===== src/rtl/digit_feature_extract.sv =====
// digit_feature_extract
// Consumes the projection stage results: reads the column/row border RAMs to
// latch each digit's bounding box, scans the next frame's monochrome stream
// counting foreground crossings on three probe lines per digit, then emits one
// 6-bit feature word per digit.
//
// Ports
//   clk, rst_n                  pixel clock, async active-low reset
//   frame_vsync                 falling edge = frame boundary
//   frame_de, monoc, xpos, ypos pixel stream (monoc 0 = foreground)
//   project_done_flag           rising edge starts a run (num_col/num_row valid)
//   col/row_border_addr_rd      border RAM read addresses (1-cycle read latency)
//   col/row_border_data_rd      border RAM read data
//   feature_valid/idx/feature   one strobe per digit, {v, h1, h2} 2-bit counts
//   busy                        high whenever not idle
//
// state  | meaning
// -------+-----------------------------------------------------------------
// IDLE   | waiting for project_done_flag rising edge with a non-empty result
// LOAD   | reading row borders then column borders, one address per cycle
// WAIT   | bounding boxes ready, waiting for the next frame start
// SCAN   | counting probe-line crossings over one frame
// EMIT   | one feature word per cycle, digits 0..ncol-1
module digit_feature_extract #(
    parameter int NUM_COL = 4,
    parameter int H_PIXEL = 480,
    parameter int V_PIXEL = 272,
    parameter int DEPBIT  = 10
) (
    input  logic              clk,
    input  logic              rst_n,
    input  logic              frame_vsync,
    input  logic              frame_de,
    input  logic              monoc,
    input  logic [10:0]       xpos,
    input  logic [10:0]       ypos,
    input  logic              project_done_flag,
    input  logic [3:0]        num_col,
    input  logic [3:0]        num_row,
    output logic [DEPBIT-1:0] col_border_addr_rd,
    input  logic [DEPBIT-1:0] col_border_data_rd,
    output logic [DEPBIT-1:0] row_border_addr_rd,
    input  logic [DEPBIT-1:0] row_border_data_rd,
    output logic              feature_valid,
    output logic [3:0]        feature_idx,
    output logic [5:0]        feature,
    output logic              busy
);

    localparam int IW = (NUM_COL > 1) ? $clog2(NUM_COL) : 1;
    localparam logic [10:0] H_LIM = 11'(H_PIXEL);
    localparam logic [10:0] V_LIM = 11'(V_PIXEL);

    typedef enum logic [2:0] {S_IDLE, S_LOAD, S_WAIT, S_SCAN, S_EMIT} state_t;

    state_t            state_q, state_d;
    logic              pdf_q, vs_q;
    logic [3:0]        ncol_q, ncol_in, ecnt;
    logic [DEPBIT-1:0] lcnt, load_end;
    logic [10:0]       top_q, bot_q, h, y1, y2;
    logic [10:0]       left_q  [NUM_COL];
    logic [10:0]       right_q [NUM_COL];
    logic [10:0]       mid     [NUM_COL];
    logic [1:0]        h1_cnt  [NUM_COL];
    logic [1:0]        h2_cnt  [NUM_COL];
    logic [1:0]        v_cnt   [NUM_COL];
    logic              vprev   [NUM_COL];
    logic              prev_fg, fg, pdf_rise, vs_fall, go_load;
    logic              load_last, emit_last, pix_ok;

    assign fg        = ~monoc;
    assign pdf_rise  = project_done_flag & ~pdf_q;
    assign vs_fall   = vs_q & ~frame_vsync;
    assign go_load   = pdf_rise && (num_col != 4'd0) && (num_row != 4'd0);
    assign ncol_in   = (num_col > 4'(NUM_COL)) ? 4'(NUM_COL) : num_col;
    // Last LOAD cycle captures the final right edge: index 2*ncol+2.
    assign load_end  = DEPBIT'({ncol_q, 1'b0}) + DEPBIT'(2);
    assign load_last = (state_q == S_LOAD) && (lcnt == load_end);
    assign emit_last = (ecnt == ncol_q - 4'd1);
    // A pixel coinciding with the closing vsync fall is dropped.
    assign pix_ok    = (state_q == S_SCAN) && frame_de && !vs_fall &&
                       (xpos < H_LIM) && (ypos < V_LIM);

    // Probe geometry is derived straight from the latched borders.
    assign h  = bot_q - top_q;
    assign y1 = top_q + (h >> 2) + (h >> 3);
    assign y2 = top_q + (h >> 1) + (h >> 3);

    always_comb begin
        for (int k = 0; k < NUM_COL; k++) begin
            mid[k] = (left_q[k] + right_q[k]) >> 1;
        end
    end

    always_ff @(posedge clk or negedge rst_n) begin
        if (!rst_n) state_q <= S_IDLE;
        else        state_q <= state_d;
    end

    always_comb begin
        state_d = state_q;
        case (state_q)
            S_IDLE:  if (go_load)   state_d = S_LOAD;
            S_LOAD:  if (load_last) state_d = S_WAIT;
            S_WAIT:  if (vs_fall)   state_d = S_SCAN;
            S_SCAN:  if (vs_fall)   state_d = S_EMIT;
            S_EMIT:  if (emit_last) state_d = S_IDLE;
            default:                state_d = S_IDLE;
        endcase
    end

    always_comb begin
        busy               = (state_q != S_IDLE);
        feature_valid      = 1'b0;
        feature_idx        = 4'd0;
        feature            = 6'd0;
        row_border_addr_rd = '0;
        col_border_addr_rd = '0;
        if (state_q == S_LOAD) begin
            if (lcnt < DEPBIT'(2))
                row_border_addr_rd = lcnt + DEPBIT'(1);
            else if (lcnt < load_end)
                col_border_addr_rd = lcnt - DEPBIT'(1);
        end
        if (state_q == S_EMIT) begin
            feature_valid = 1'b1;
            feature_idx   = ecnt;
            feature       = {v_cnt[ecnt[IW-1:0]], h1_cnt[ecnt[IW-1:0]], h2_cnt[ecnt[IW-1:0]]};
        end
    end

    always_ff @(posedge clk or negedge rst_n) begin
        if (!rst_n) begin
            pdf_q   <= 1'b0;
            vs_q    <= 1'b0;
            ncol_q  <= 4'd0;
            lcnt    <= '0;
            ecnt    <= 4'd0;
            top_q   <= 11'd0;
            bot_q   <= 11'd0;
            prev_fg <= 1'b0;
            for (int k = 0; k < NUM_COL; k++) begin
                left_q[k]  <= 11'd0;
                right_q[k] <= 11'd0;
                h1_cnt[k]  <= 2'd0;
                h2_cnt[k]  <= 2'd0;
                v_cnt[k]   <= 2'd0;
                vprev[k]   <= 1'b0;
            end
        end else begin
            pdf_q <= project_done_flag;
            vs_q  <= frame_vsync;
            if (state_q == S_IDLE && go_load) ncol_q <= ncol_in;
            lcnt <= (state_q == S_LOAD) ? lcnt + DEPBIT'(1) : '0;
            ecnt <= (state_q == S_EMIT) ? ecnt + 4'd1 : 4'd0;

            // Data for the address issued at lcnt-1 is present at lcnt.
            if (state_q == S_LOAD) begin
                if (lcnt == DEPBIT'(1)) top_q <= 11'(row_border_data_rd);
                if (lcnt == DEPBIT'(2)) bot_q <= 11'(row_border_data_rd);
                for (int k = 0; k < NUM_COL; k++) begin
                    if (lcnt == DEPBIT'(3 + 2 * k)) left_q[k]  <= 11'(col_border_data_rd);
                    if (lcnt == DEPBIT'(4 + 2 * k)) right_q[k] <= 11'(col_border_data_rd);
                end
            end

            if (load_last) begin
                for (int k = 0; k < NUM_COL; k++) begin
                    h1_cnt[k] <= 2'd0;
                    h2_cnt[k] <= 2'd0;
                    v_cnt[k]  <= 2'd0;
                end
            end

            if (state_q == S_WAIT && vs_fall) begin
                prev_fg <= 1'b0;
                for (int k = 0; k < NUM_COL; k++) vprev[k] <= 1'b0;
            end

            if (pix_ok) begin
                prev_fg <= fg;
                for (int k = 0; k < NUM_COL; k++) begin
                    // Previous pixel treated as background at the left border
                    // so a stroke touching the border still counts.
                    if (xpos >= left_q[k] && xpos <= right_q[k] && fg &&
                        !(prev_fg && xpos != left_q[k])) begin
                        if (ypos == y1 && h1_cnt[k] != 2'd3) h1_cnt[k] <= h1_cnt[k] + 2'd1;
                        if (ypos == y2 && h2_cnt[k] != 2'd3) h2_cnt[k] <= h2_cnt[k] + 2'd1;
                    end
                    if (xpos == mid[k] && ypos >= top_q && ypos <= bot_q) begin
                        if (fg && !vprev[k] && v_cnt[k] != 2'd3) v_cnt[k] <= v_cnt[k] + 2'd1;
                        vprev[k] <= fg;
                    end
                end
            end
        end
    end

endmodule

===== config.mk =====
export PLATFORM = sky130hd
export DESIGN_NAME = digit_feature_extract
export DESIGN_NICKNAME = d
export VERILOG_FILES = /design/src/rtl/digit_feature_extract.sv
export SDC_FILE = /design/constraint.sdc
export NUM_CORES = 1
export LEC_CHECK = 0
export BUFFER_PORTS_ARGS = -buffer_cell sky130_fd_sc_hd__clkbuf_2
export CORE_ASPECT_RATIO = 0.75
export CORE_MARGIN = 5
export CORE_UTILIZATION = 63
export DETAILED_ROUTE_END_ITERATION = 10
export PLACE_DENSITY = 0.82
export RECOVER_POWER = 100
export SYNTH_ARGS = -nofsm -noshare
export SYNTH_HDL_FRONTEND = slang
export SYNTH_SLANG_ARGS = --single-unit

===== constraint.sdc =====
create_clock -name clk -period 6.8 [get_ports clk]
set_input_delay 0 -clock clk [delete_from_list [all_inputs] [get_ports clk]]
set_output_delay 0 -clock clk [all_outputs]
set_load 0.02 [all_outputs]

==> impl_metrics.json, run 1 <==
{
  "detailed_route_wl_um": 38170,
  "worst_hold_startpoint": "col_border_data_rd[5]",
  "core_area_sq_um": 21300,
  "dp.final_hpwl_um": 27930,
  "synthesis.area_sq_um": 13750,
  "clock.fmax_ghz": 0.1752,
  "cts_buffers": 17,
  "proportion_of_layout_cells_with_a_drive_suffix_above_1": 0.1205,
  "timing.final.crit_period_ns": 5.709,
  "timing.critical_path.to_type": "flip-flop",
  "route.vias.total": 11810,
  "slew_headroom": -2.103,
  "globalRouteTotalUtil": 0.3093,
  "overflow": 0,
  "run_status": "finished with violations",
  "slew_worst_pin_ns": 4.655,
  "worst_path_most_repeated_cell": "sky130_fd_sc_hd__inv_1",
  "yosys.area_share.xor_xnor": 0.07391,
  "timing.final.crit_share": 0.8396,
  "post-synth-top-area-cell": "sky130_fd_sc_hd__dfrtp_1",
  "antenna_cells": 0,
  "std_cell_rows": 46,
  "synth_seq_area_share": 0.2767,
  "die_width_um": 180.6,
  "boundaryPins": 88,
  "areaGrowthSynthToFinish_pct": 9.966,
  "wl_per_cell_um": 20.66,
  "worstPathArrival_ns": 6.06,
  "dr.first_iter.drc_count": 1280,
  "maximum_number_of_pins_on_one_net_before_global_route_repair": 83,
  "path_max_fanout": 7,
  "grt_pass1_wl_um": 61040,
  "netlist.area_leader.share": 0.2767,
  "grt_setup_unrepaired": "no",
  "asyncSetResetFlopFracSynth": 1.000,
  "crit_slowest_cell": "sky130_fd_sc_hd__or4_1",
  "yosys.area_share.simple": 0.1442,
  "detail_route.drc_violations": 0,
  "post_synth_fa_ha_maj_area_fraction": 0.2073,
  "cpPeakStageDelay_ns": 0.70,
  "clk_pin_slew_worst_paths_ns": 0.07,
  "design.die.area_sq_um": 24910,
  "cp_num_buf_inv": 3,
  "setup.worst_path.start_class": "flip-flop",
  "max_cap_violations": 1,
  "grt_antenna_before_repair": 0,
  "yosys_warnings": 0,
  "report.final.setup_viol": 0,
  "synth-compound-area-share": 0.1373,
  "post_synth_edffs": 0,
  "tritoncts": "done",
  "violations": "max-capacitance violations, max-slew violations",
  "worst_path_dominant_cell_family": "compound AO/OA/AOI/OAI gates",
  "postCtsResizedCells": 0,
  "antenna_left": 0,
  "detail_route.first_pass.iterations": 7,
  "cts-root-to-sink-buffers": 2,
  "critPathKind": "reg -> reg",
  "nNetsFinal": 1817,
  "die_height_um": 137.9,
  "h_tree_depth": 4,
  "post_synth_inst_count": 1461,
  "cts.hold.buffers_added": 25,
  "place_congestion": 0.9877,
  "io_buffer_count": 78,
  "yosys.cell_types.count": 70,
  "r2r-start": "top_q[1]$_DFFE_PN0P_",
  "initial_utilization": 0.6455,
  "setup-tns-final_ns": 0,
  "synthFlopType": "sky130_fd_sc_hd__dfrtp_1",
  "worstHoldPathType": "in -> reg",
  "final.setup_skew_ns": 0.01168,
  "slew_violations": 83,
  "layout.filler_cells": 1609,
  "cts_root_buf": "sky130_fd_sc_hd__clkbuf_16",
  "ys_seq_elements": 152,
  "grt_pass1_vias": 11600,
  "viasPerCell": 6.388,
  "portion_of_netlist_area_occupied_by_mux_cells": 0.1058,
  "post_synth_main_area_contributors": "sky130_fd_sc_hd__dfrtp_1 (28%), sky130_fd_sc_hd__ha_1 (17%), sky130_fd_sc_hd__mux2_2 (6.9%), sky130_fd_sc_hd__xnor2_1 (4.7%), sky130_fd_sc_hd__inv_1 (4.0%)",
  "cts_setup_buffers": 0,
  "synth_area_per_cell_sq_um": 9.409,
  "clkSinkCount": 152,
  "largest_family_of_logic_cells_by_synthesized_area": "adder cells",
  "timing.critical_path.required_ns": 7.15,
  "clk_latency_ns": 0.44,
  "timing_hold_violations_final": 0,
  "critical_path.cell_chain": "inv_1 > ha_1 > inv_1 > o21bai_1 > a21o_1 > a21oi_1 > o21ai_0 > o41ai_1 > xor2_1 > fa_1 > inv_1 > ha_1 > or4_1 > o21ai_0 > o221a_1 > a311oi_1 > or4_1 > nor3_1 > mux2i_1",
  "critical_path.startpoint": "top_q[1]$_DFFE_PN0P_"
}
[sequential cells by signal, summed over array words and instances (netlist names)]
signal / flops
v_cnt: 8
state_q: 3
vs_q: 1
right_q: 40
lcnt: 10
left_q: 40
h1_cnt: 8
vprev: 4
h2_cnt: 8
ncol_q: 4
bot_q: 10
ecnt: 4
top_q: 10
pdf_q: 1
prev_fg: 1
[worst register-to-register path, stage by stage (launching register included)]
cell and delay [ns]:
sky130_fd_sc_hd__dfrtp_1 0.49, sky130_fd_sc_hd__inv_1 0.11, sky130_fd_sc_hd__ha_1 0.31, sky130_fd_sc_hd__inv_1 0.06, sky130_fd_sc_hd__o21bai_1 0.08, sky130_fd_sc_hd__a21o_1 0.21, sky130_fd_sc_hd__a21oi_1 0.22, sky130_fd_sc_hd__o21ai_0 0.15
sky130_fd_sc_hd__o41ai_1 0.68, sky130_fd_sc_hd__xor2_1 0.19, sky130_fd_sc_hd__fa_1 0.53, sky130_fd_sc_hd__inv_1 0.05, sky130_fd_sc_hd__ha_1 0.26, sky130_fd_sc_hd__or4_1 0.50, sky130_fd_sc_hd__o21ai_0 0.16, sky130_fd_sc_hd__o221a_1 0.25
sky130_fd_sc_hd__a311oi_1 0.05, sky130_fd_sc_hd__or4_1 0.70, sky130_fd_sc_hd__nor3_1 0.37, sky130_fd_sc_hd__mux2i_1 0.26
[metrics by stage]
| stage | instances | utilization | worst slack (ns) | cell area, sq um | hold slack, ns |
|---|---|---|---|---|---|
| after global placement | 1791 | 0.6731 | 1.386 | 14340 | 0.08866 |
| after CTS | 1848 | 0.7121 | 1.255 | 15160 | 0.008830 |
| final | 1848 | 0.7099 | 1.091 | 15120 | 0.01570 |
| after global routing | 1848 | 0.7099 | 0.7357 | 15120 | 0.04370 |
| after floorplan | 1469 | - | 1.777 | 13780 | -0.2956 |
| after detailed placement | 1791 | 0.6731 | 1.278 | 14340 | 0.1033 |
[cells in the mapped netlist, types with 4 or more instances]
master and n:
sky130_fd_sc_hd__a21o_1 19, sky130_fd_sc_hd__o211ai_1 15, sky130_fd_sc_hd__nor2b_1 18, sky130_fd_sc_hd__clkbuf_1 32, sky130_fd_sc_hd__nand4b_1 8, sky130_fd_sc_hd__dfrtp_1 152, sky130_fd_sc_hd__o31ai_1 5, sky130_fd_sc_hd__a211oi_1 27
sky130_fd_sc_hd__o21a_1 22, sky130_fd_sc_hd__nand4_1 21, sky130_fd_sc_hd__ha_1 191, sky130_fd_sc_hd__o21ai_0 65, sky130_fd_sc_hd__xnor2_1 74, sky130_fd_sc_hd__a2111oi_0 8, sky130_fd_sc_hd__o22ai_1 4, sky130_fd_sc_hd__or3_1 14
sky130_fd_sc_hd__o2111ai_1 8, sky130_fd_sc_hd__buf_4 9, sky130_fd_sc_hd__and2_1 11, sky130_fd_sc_hd__nor3_1 40, sky130_fd_sc_hd__mux4_2 7, sky130_fd_sc_hd__nor4b_1 4, sky130_fd_sc_hd__xor2_1 42, sky130_fd_sc_hd__mux2i_1 35
sky130_fd_sc_hd__fa_1 23, sky130_fd_sc_hd__nor4_1 13, sky130_fd_sc_hd__nand2_1 80, sky130_fd_sc_hd__or4_1 7, sky130_fd_sc_hd__a21oi_1 54, sky130_fd_sc_hd__or2_2 4, sky130_fd_sc_hd__mux2_2 84, sky130_fd_sc_hd__nand3_1 49
sky130_fd_sc_hd__nand2b_1 13, sky130_fd_sc_hd__a211o_1 8, sky130_fd_sc_hd__o21bai_1 11, sky130_fd_sc_hd__nor2_1 66, sky130_fd_sc_hd__inv_1 145, sky130_fd_sc_hd__o41ai_1 5, sky130_fd_sc_hd__and3_1 21
[cells in the final DEF (no fill, tap or decap), types with 9 or more instances in the layout]
| cell | Yosys | final |
|---|---|---|
| sky130_fd_sc_hd__a211oi_1 | 27 | 27 |
| sky130_fd_sc_hd__a21o_1 | 19 | 19 |
| sky130_fd_sc_hd__a21oi_1 | 54 | 54 |
| sky130_fd_sc_hd__and3_1 | 21 | 21 |
| sky130_fd_sc_hd__clkbuf_1 | 32 | 25 |
| sky130_fd_sc_hd__clkbuf_16 | 0 | 17 |
| sky130_fd_sc_hd__clkbuf_2 | 0 | 53 |
| sky130_fd_sc_hd__conb_1 | 1 | 9 |
| sky130_fd_sc_hd__dfrtp_1 | 152 | 152 |
| sky130_fd_sc_hd__dlygate4sd3_1 | 0 | 25 |
| sky130_fd_sc_hd__fa_1 | 23 | 23 |
| sky130_fd_sc_hd__ha_1 | 191 | 191 |
| sky130_fd_sc_hd__inv_1 | 145 | 145 |
| sky130_fd_sc_hd__mux2_2 | 84 | 84 |
| sky130_fd_sc_hd__mux2i_1 | 35 | 35 |
| sky130_fd_sc_hd__nand2_1 | 80 | 80 |
| sky130_fd_sc_hd__nand2b_1 | 13 | 13 |
| sky130_fd_sc_hd__nand3_1 | 49 | 49 |
| sky130_fd_sc_hd__nand4_1 | 21 | 21 |
| sky130_fd_sc_hd__nor2_1 | 66 | 66 |
| sky130_fd_sc_hd__nor2b_1 | 18 | 18 |
| sky130_fd_sc_hd__nor3_1 | 40 | 40 |
| sky130_fd_sc_hd__nor4_1 | 13 | 14 |
| sky130_fd_sc_hd__o211ai_1 | 15 | 15 |
| sky130_fd_sc_hd__o21a_1 | 22 | 22 |
| sky130_fd_sc_hd__o21ai_0 | 65 | 65 |
| sky130_fd_sc_hd__o21bai_1 | 11 | 11 |
| sky130_fd_sc_hd__or3_1 | 14 | 14 |
| sky130_fd_sc_hd__xnor2_1 | 74 | 74 |
| sky130_fd_sc_hd__xor2_1 | 42 | 42 |
[path summary, 6_finish.rpt]
| kind | endpoint | slack (ns) | depth (start not counted) |
|---|---|---|---|
| setup / recovery | h2_cnt[2]$_DFF_PN0_ | 1.09 | 19 |
| hold / removal | right_q[16]$_DFFE_PN0P_ | 0.02 | 3 |
| setup reg to reg | h2_cnt[2]$_DFF_PN0_ | 1.09 | 19 |
| hold reg to reg | h2_cnt[4]$_DFF_PN0_ | 0.52 | 1 |
| max in group asynchronous | right_q[33]$_DFFE_PN0P_ | 2.26 | 3 |
| min in group asynchronous | top_q[0]$_DFFE_PN0P_ | 1.77 | 2 |
[cell type report]
cell class	instances	area, sq um	share of cell area
Timing Repair Buffer	104	616.8	0.04080
Clock buffer	19	452.9	0.02996
Sequential cell	152	3804	0.2516
Inverter	145	544.3	0.03600
Clock inverter	13	126.4	0.008360
Multi-Input combinational cell	1127	9213	0.6094
Tap cell	288	360.3	0.02384
[logic make-up (layout without fill, tap and decap cells)]
kind of cell,Yosys count,count (layout)
AO/OA/AOI/OAI,281,281
buffers and inverters,190,281
flip-flops,152,152
other,1,9
multiplexers,126,126
XOR/XNOR,116,116
adder cells (fa/ha/maj),214,214
AND/OR/NAND/NOR,381,381
[metal layers]
layer / vias to the layer above / GRT usage / share of wire
met5: - / 0 / 0
met2: 560 / 0.4854 / 0.44
met4: 0 / 0.1029 / 0.028
met1: 5698 / 0.4303 / 0.44
li1: 5445 / - / -
met3: 102 / 0.06843 / 0.095
Power of run 1 is left out: the tool's default activity adds up to more than one toggle a clock period on the data nets, which glitch-free logic cannot reach.
==> run 2: changes to the inputs <==
Settings changed: ABC_AREA set to 1, CORE_UTILIZATION 63 to 57, PLACE_DENSITY 0.82 to 0.78.
Clock period 6.8 ns to 5 ns, I/O delays scaled along.
==> run 2 against run 1 <==
Compared with the run above:
- the run still ends with max-capacitance violations, max-slew violations left
- core utilization down 7.3 points
- clock skew down 0.0054 ns
- largest cell class unchanged
- worst hold slack better by 0.089 ns
- global-route usage down 2.5 points
- die area up 16%
- sequential cell count unchanged
- register-to-register slack worse by 0.65 ns
- critical path depth up 4
- first-iteration DRC count down 14%
- synthesized cell count up 40%
==> impl_metrics.json, run 2 <==
{
  "areaGrowthSynthToFinish_pct": 9.674,
  "max_cap_violations": 2,
  "viasPerCell": 5.635,
  "grt_setup_unrepaired": "no",
  "mostFrequentLayoutCell": "sky130_fd_sc_hd__nand2_1",
  "cts_root_buf": "sky130_fd_sc_hd__clkbuf_16",
  "netlist.area_leader.share": 0.2610,
  "yosys.cell_types.count": 54,
  "grt_util_met1": 0.3912,
  "grt_antenna_before_repair": 1,
  "tritoncts": "done",
  "portion_of_netlist_area_occupied_by_mux_cells": 0.0006868,
  "boundaryPins": 88,
  "synth.most_common_cell": "sky130_fd_sc_hd__nand2_1",
  "layout.cells.most_common_list": "sky130_fd_sc_hd__nand2_1 (490), sky130_fd_sc_hd__inv_1 (334), sky130_fd_sc_hd__ha_1 (191)",
  "design.die.area_sq_um": 28900,
  "timing.final.crit_share": 0.9113,
  "largest_registers": "left_q (40), right_q (40)",
  "clk_pin_slew_worst_paths_ns": 0.07,
  "globalRouteTotalUtil": 0.2842,
  "io_buffer_count": 78,
  "detail_route.drc_violations": 0,
  "post_synth_edffs": 0,
  "asyncSetResetFlopFracSynth": 1.000,
  "dp.final_hpwl_um": 30780,
  "post_synth_fa_ha_maj_area_fraction": 0.1956,
  "cts_setup_buffers": 0,
  "place_congestion": 0.9492,
  "run_status": "finished with violations",
  "detailed_route_wl_um": 40880,
  "proportion_of_layout_cells_with_a_drive_suffix_above_1": 0.06110,
  "layout.filler_cells": 2209,
  "worstHoldPathType": "in -> reg",
  "nNetsFinal": 2402,
  "largest_family_of_logic_cells_by_synthesized_area": "simple AND/OR/NAND/NOR gates",
  "setup.worst_path.start_class": "flip-flop",
  "cts_buffers": 17,
  "clkSinkCount": 152,
  "layout.cells.non_filler": 2482,
  "ys_seq_elements": 152,
  "synth-compound-area-share": 0.1058,
  "timing.critical_path.required_ns": 5.34,
  "wl_per_cell_um": 16.47,
  "final.setup_skew_ns": 0.006309,
  "synth_area_per_cell_sq_um": 7.134,
  "grt_pass1_vias": 13560,
  "report.final.setup_viol": 0,
  "synth_seq_area_share": 0.2610,
  "yosys.area_share.xor_xnor": 0.05108,
  "core_area_sq_um": 25090,
  "std_cell_rows": 50,
  "timing.critical_path.to_type": "flip-flop",
  "synthFlopType": "sky130_fd_sc_hd__dfrtp_1",
  "detail_route.first_pass.iterations": 6,
  "die_height_um": 148.5,
  "antenna_left": 0,
  "post_synth_inst_count": 2043,
  "h_tree_depth": 4,
  "dr.first_iter.drc_count": 1105,
  "grt-busiest-layer": "met2",
  "slew_violations": 101,
  "die_width_um": 194.6,
  "route.vias.total": 13990,
  "initial_utilization": 0.5810,
  "grt_pass1_wl_um": 66470,
  "setup-tns-final_ns": 0,
  "maximum_number_of_pins_on_one_net_before_global_route_repair": 67,
  "overflow": 0,
  "cts-root-to-sink-buffers": 2,
  "timing.final.crit_period_ns": 4.557,
  "slew_headroom": -0.4850,
  "clk_latency_ns": 0.44,
  "timing_hold_violations_final": 0,
  "slew_worst_pin_ns": 2.227,
  "critPathKind": "reg -> reg",
  "antenna_cells": 0,
  "path_max_fanout": 12,
  "synthesis.area_sq_um": 14580,
  "post_synth_main_area_contributors": "sky130_fd_sc_hd__dfrtp_1 (26%), sky130_fd_sc_hd__ha_1 (16%), sky130_fd_sc_hd__nand2_1 (13%), sky130_fd_sc_hd__inv_1 (8.6%), sky130_fd_sc_hd__nor2_1 (4.1%)",
  "yosys_warnings": 0,
  "place_inst": 2421,
  "final_cell_area_sq_um": 15990,
  "post_synth_most_frequent_cells": "sky130_fd_sc_hd__nand2_1 (490), sky130_fd_sc_hd__inv_1 (334), sky130_fd_sc_hd__ha_1 (191), sky130_fd_sc_hd__nor2_1 (160), sky130_fd_sc_hd__dfrtp_1 (152)",
  "clock.fmax_ghz": 0.2195,
  "worstPathArrival_ns": 4.90,
  "post-synth-top-area-cell": "sky130_fd_sc_hd__dfrtp_1",
  "postPlaceCellArea_sq_um": 15170,
  "violations": "max-capacitance violations, max-slew violations",
  "groute.layer.met3.usage": 0.05616,
  "grt_util_met2": 0.4466,
  "yosys.area_share.simple": 0.2794
}
[run 2: changes by cell type after synthesis, moves of 24 or more]
cell	before	now
sky130_fd_sc_hd__nand2_1	80	490
sky130_fd_sc_hd__a21oi_1	54	94
sky130_fd_sc_hd__nor2_1	66	160
sky130_fd_sc_hd__nand3_1	49	113
sky130_fd_sc_hd__nand4_1	21	61
sky130_fd_sc_hd__a211oi_1	27	3
sky130_fd_sc_hd__inv_1	145	334
sky130_fd_sc_hd__mux2i_1	35	1
sky130_fd_sc_hd__o21ai_1	0	64
sky130_fd_sc_hd__xnor2_1	74	40
sky130_fd_sc_hd__mux2_2	84	0
[run 2: worst max-delay path, stage by stage, from the launching register on]
cell	delay, ns
sky130_fd_sc_hd__dfrtp_1	0.42
sky130_fd_sc_hd__inv_1	0.13
sky130_fd_sc_hd__ha_1	0.37
sky130_fd_sc_hd__inv_1	0.10
sky130_fd_sc_hd__o21bai_1	0.20
sky130_fd_sc_hd__nand3_1	0.12
sky130_fd_sc_hd__o211ai_1	0.15
sky130_fd_sc_hd__a21oi_1	0.11
sky130_fd_sc_hd__o21bai_1	0.26
sky130_fd_sc_hd__xor2_2	0.29
sky130_fd_sc_hd__inv_1	0.10
sky130_fd_sc_hd__fa_1	0.50
sky130_fd_sc_hd__inv_1	0.04
sky130_fd_sc_hd__ha_1	0.34
sky130_fd_sc_hd__nand2_1	0.10
sky130_fd_sc_hd__inv_1	0.08
sky130_fd_sc_hd__a21oi_1	0.22
sky130_fd_sc_hd__nand3_1	0.15
sky130_fd_sc_hd__a21oi_2	0.14
sky130_fd_sc_hd__nand2_1	0.10
sky130_fd_sc_hd__nor2_4	0.27
sky130_fd_sc_hd__nand3_1	0.12
sky130_fd_sc_hd__nand2_1	0.10
sky130_fd_sc_hd__inv_1	0.04
[run 2: path summary, 6_finish.rpt]
path | slack [ns] | start | to | cells past startpoint
setup / recovery | 0.44 | top_q[3]$_DFFE_PN0P_ | h2_cnt[2]$_DFF_PN0_ | 23
hold / removal | 0.10 | num_row[2] | ncol_q[3]$_DFFE_PN0P_ | 6
setup reg to reg | 0.44 | top_q[3]$_DFFE_PN0P_ | h2_cnt[2]$_DFF_PN0_ | 23
hold reg to reg | 0.51 | top_q[7]$_DFFE_PN0P_ | top_q[7]$_DFFE_PN0P_ | 2
max in group asynchronous | 1.62 | rst_n | left_q[5]$_DFFE_PN0P_ | 3
min in group asynchronous | 0.76 | rst_n | bot_q[1]$_DFFE_PN0P_ | 2
[run 2: cell type report]
cell class | count | area, sq um | share of cell area
Inverter | 340 | 1277 | 0.07992
Clock inverter | 13 | 193.9 | 0.01213
Sequential cell | 152 | 3804 | 0.2379
Timing Repair Buffer | 110 | 668.1 | 0.04180
Tap cell | 338 | 422.9 | 0.02646
Multi-Input combinational cell | 1511 | 9180 | 0.5743
Clock buffer | 18 | 439.2 | 0.02747
[run 2: stage by stage]
step	worst slack, ns	hold slack (ns)	utilization
6_report	0.4433	0.1047	0.6372
5_1_grt	0.1073	0.1771	0.6372
4_1_cts	0.3047	0.02649	0.6419
3_5_place_dp	0.3247	-0.07696	0.6047
3_3_place_gp	0.5678	-0.07276	0.6047
2_1_floorplan	1.016	-0.2956	-
[run 2: layer usage]
layer	wire (um)	vias to the layer above
met4	1407	2
met2	17540	551
met1	18460	6550
met3	3455	104
met5	13	-
li1	-	6780
[run 2: repair_timing]
item / in CTS / in global routing
hold buffers: 30 / 0
setup endpoints to repair: 0 / 8
endpoints found under the hold margin: 75 / 0
gates resized for setup: 0 / 2
[run 2: cells by family after synthesis]
group,Yosys count
and+or+nand+nor,918
buffers and inverters,388
AOI/OAI and AO/OA,284
adders and majority gates,214
DFF,152
xor gates and xnor gates,85
other,1
muxes,1
Power of run 2 is left out for the same reason.
==> run 3: changes to the inputs <==
Settings changed: BUFFER_PORTS_ARGS -buffer_cell sky130_fd_sc_hd__clkbuf_2 to -buffer_cell sky130_fd_sc_hd__buf_2, MAX_ROUTING_LAYER set to met4.
==> run 3 against run 2 <==
Compared with the run above:
- the run still ends with max-capacitance violations, max-slew violations left
- sequential share of layout area is 0.11 points higher
- wire length up 1.2%
- worst setup slack lost 0.11 ns
- critical path depth is the same
==> impl_metrics.json, run 3 (synthesis results as in run 2) <==
{
  "largest_registers": "left_q (40), right_q (40)",
  "grt_antenna_before_repair": 0,
  "run_status": "finished with violations",
  "place_inst": 2420,
  "path_max_fanout": 12,
  "worstReg2RegEnd": "h2_cnt[3]$_DFF_PN0_",
  "setup.worst_path.start_class": "flip-flop",
  "route.vias.total": 13800,
  "die_height_um": 148.5,
  "cts_root_buf": "sky130_fd_sc_hd__clkbuf_16",
  "tritoncts": "done",
  "antenna_cells": 0,
  "hold_depth": 6,
  "slew_headroom": -0.8529,
  "die_width_um": 194.6,
  "worstPathArrival_ns": 5.04,
  "h_tree_depth": 4,
  "violations": "max-capacitance violations, max-slew violations",
  "detailed_route_wl_um": 41360,
  "areaGrowthSynthToFinish_pct": 9.160,
  "mostFrequentLayoutCell": "sky130_fd_sc_hd__nand2_1",
  "detail_route.drc_violations": 0,
  "setup-tns-final_ns": 0,
  "timing.final.crit_share": 0.9326,
  "std_cell_rows": 50,
  "antenna_left": 0,
  "max_cap_violations": 2,
  "layout.filler_cells": 2271,
  "reg2reg_slack_ns": 0.34,
  "viasPerCell": 5.568,
  "initial_utilization": 0.5810,
  "timing.critical_path.required_ns": 5.38,
  "cts-root-to-sink-buffers": 2,
  "cts_buffers": 17,
  "core_area_sq_um": 25090,
  "overflow": 0,
  "timing.final.crit_period_ns": 4.663,
  "place_congestion": 0.9801,
  "postPlaceCellArea_sq_um": 15160,
  "proportion_of_layout_cells_with_a_drive_suffix_above_1": 0.05932,
  "design.die.area_sq_um": 28900,
  "final.setup_skew_ns": 0.01111,
  "slew_violations": 103,
  "io_buffer_count": 78,
  "r2r-start": "top_q[0]$_DFFE_PN0P_",
  "detail_route.first_pass.iterations": 6,
  "grt_setup_unrepaired": "no",
  "timing.critical_path.to_type": "flip-flop",
  "worstHoldPathType": "in -> reg",
  "worst_case_reg_to_reg_path_depth": 23,
  "layout.cells.most_common_list": "sky130_fd_sc_hd__nand2_1 (490), sky130_fd_sc_hd__inv_1 (334), sky130_fd_sc_hd__ha_1 (191)",
  "layout.cells.non_filler": 2479,
  "grt_pass1_vias": 13670,
  "clk_latency_ns": 0.44,
  "hold_end": "ncol_q[3]$_DFFE_PN0P_",
  "report.final.setup_viol": 0,
  "slew_worst_pin_ns": 2.779,
  "critPathKind": "reg -> reg",
  "postLayoutCoreUtil": 0.6342,
  "dp.final_hpwl_um": 31190,
  "boundaryPins": 88,
  "nNetsFinal": 2400,
  "clkSinkCount": 152,
  "globalRouteTotalUtil": 0.2985,
  "dr.first_iter.drc_count": 1016,
  "wl_per_cell_um": 16.68,
  "grt_pass1_wl_um": 68090,
  "clk_pin_slew_worst_paths_ns": 0.07,
  "timing_hold_violations_final": 0,
  "clock.fmax_ghz": 0.2145,
  "maximum_number_of_pins_on_one_net_before_global_route_repair": 103,
  "worst_hold_startpoint": "num_row[0]",
  "final_cell_area_sq_um": 15910
}
[run 3: cell types whose count changed in the layout (fill, tap and decap cells not counted), sizes merged, moves of 3 or more]
cell    delta
clkbuf    -53
buf       +52
clkinv     +4
inv        -3
[run 3: worst max path at each step]
| stage | cells past startpoint | start | end |
|---|---|---|---|
| global placement | 22 | top_q[0]$_DFFE_PN0P_ | h2_cnt[0]$_DFF_PN0_ |
| finish | 23 | top_q[0]$_DFFE_PN0P_ | h2_cnt[3]$_DFF_PN0_ |
| global route | 23 | top_q[0]$_DFFE_PN0P_ | h2_cnt[1]$_DFF_PN0_ |
| CTS | 23 | top_q[0]$_DFFE_PN0P_ | h2_cnt[3]$_DFF_PN0_ |
| floorplan | 23 | top_q[0]$_DFFE_PN0P_ | h2_cnt[5]$_DFF_PN0_ |
| detailed placement | 23 | top_q[0]$_DFFE_PN0P_ | h2_cnt[3]$_DFF_PN0_ |
[run 3: critical path, stage by stage, from the launching register on]
cell and delay, ns:
sky130_fd_sc_hd__dfrtp_1 0.45, sky130_fd_sc_hd__inv_1 0.09, sky130_fd_sc_hd__or2_0 0.13, sky130_fd_sc_hd__inv_1 0.07
sky130_fd_sc_hd__fa_1 0.42, sky130_fd_sc_hd__o211ai_1 0.29, sky130_fd_sc_hd__a21oi_1 0.11, sky130_fd_sc_hd__o21bai_1 0.21
sky130_fd_sc_hd__xor2_1 0.40, sky130_fd_sc_hd__inv_1 0.11, sky130_fd_sc_hd__fa_1 0.49, sky130_fd_sc_hd__inv_1 0.04
sky130_fd_sc_hd__ha_1 0.34, sky130_fd_sc_hd__a21o_1 0.20, sky130_fd_sc_hd__a21oi_1 0.21, sky130_fd_sc_hd__nand2b_1 0.17
sky130_fd_sc_hd__nand3b_1 0.09, sky130_fd_sc_hd__nand2_1 0.09, sky130_fd_sc_hd__nand2_1 0.09, sky130_fd_sc_hd__nor2_4 0.27
sky130_fd_sc_hd__nand2_1 0.12, sky130_fd_sc_hd__nand2_1 0.07, sky130_fd_sc_hd__nand2_1 0.05, sky130_fd_sc_hd__inv_1 0.06
[run 3: cell type report]
class	instances	area [sq um]	share of cell area
multi-input combinational	1511	9169	0.5763
clock buffer	18	429.2	0.02697
tap	338	422.9	0.02658
timing repair buffer	108	654.4	0.04113
inverter	340	1277	0.08029
clock inverter	12	153.9	0.009673
sequential	152	3804	0.2391
[run 3: per-layer routing]
layer | vias up | track usage | wire length (um)
li1 | 6756 | - | -
met1 | 6454 | 0.4007 | 18680
met2 | 503 | 0.4598 | 18030
met3 | 91 | 0.05344 | 3334
met4 | 0 | 0.1022 | 1317
met5 | - | - | 0
[run 3: stage by stage]
| stage | hold slack, ns | setup WS (ns) |
|---|---|---|
| 2_1_floorplan | -0.2956 | 1.016 |
| 3_3_place_gp | 0.1237 | 0.5057 |
| 3_5_place_dp | 0.1278 | 0.3904 |
| 4_1_cts | 0.08902 | 0.3565 |
| 5_1_grt | 0.1623 | 0.02718 |
| 6_report | 0.1115 | 0.3372 |
[run 3: repair_timing]
item,4_1_cts,5_1_grt
hold buffers,29,0
buffers inserted,0,0
endpoints found under the hold margin,143,0
endpoints found under the setup margin,0,4
gates resized for setup,0,1
Power of run 3 is left out for the same reason.
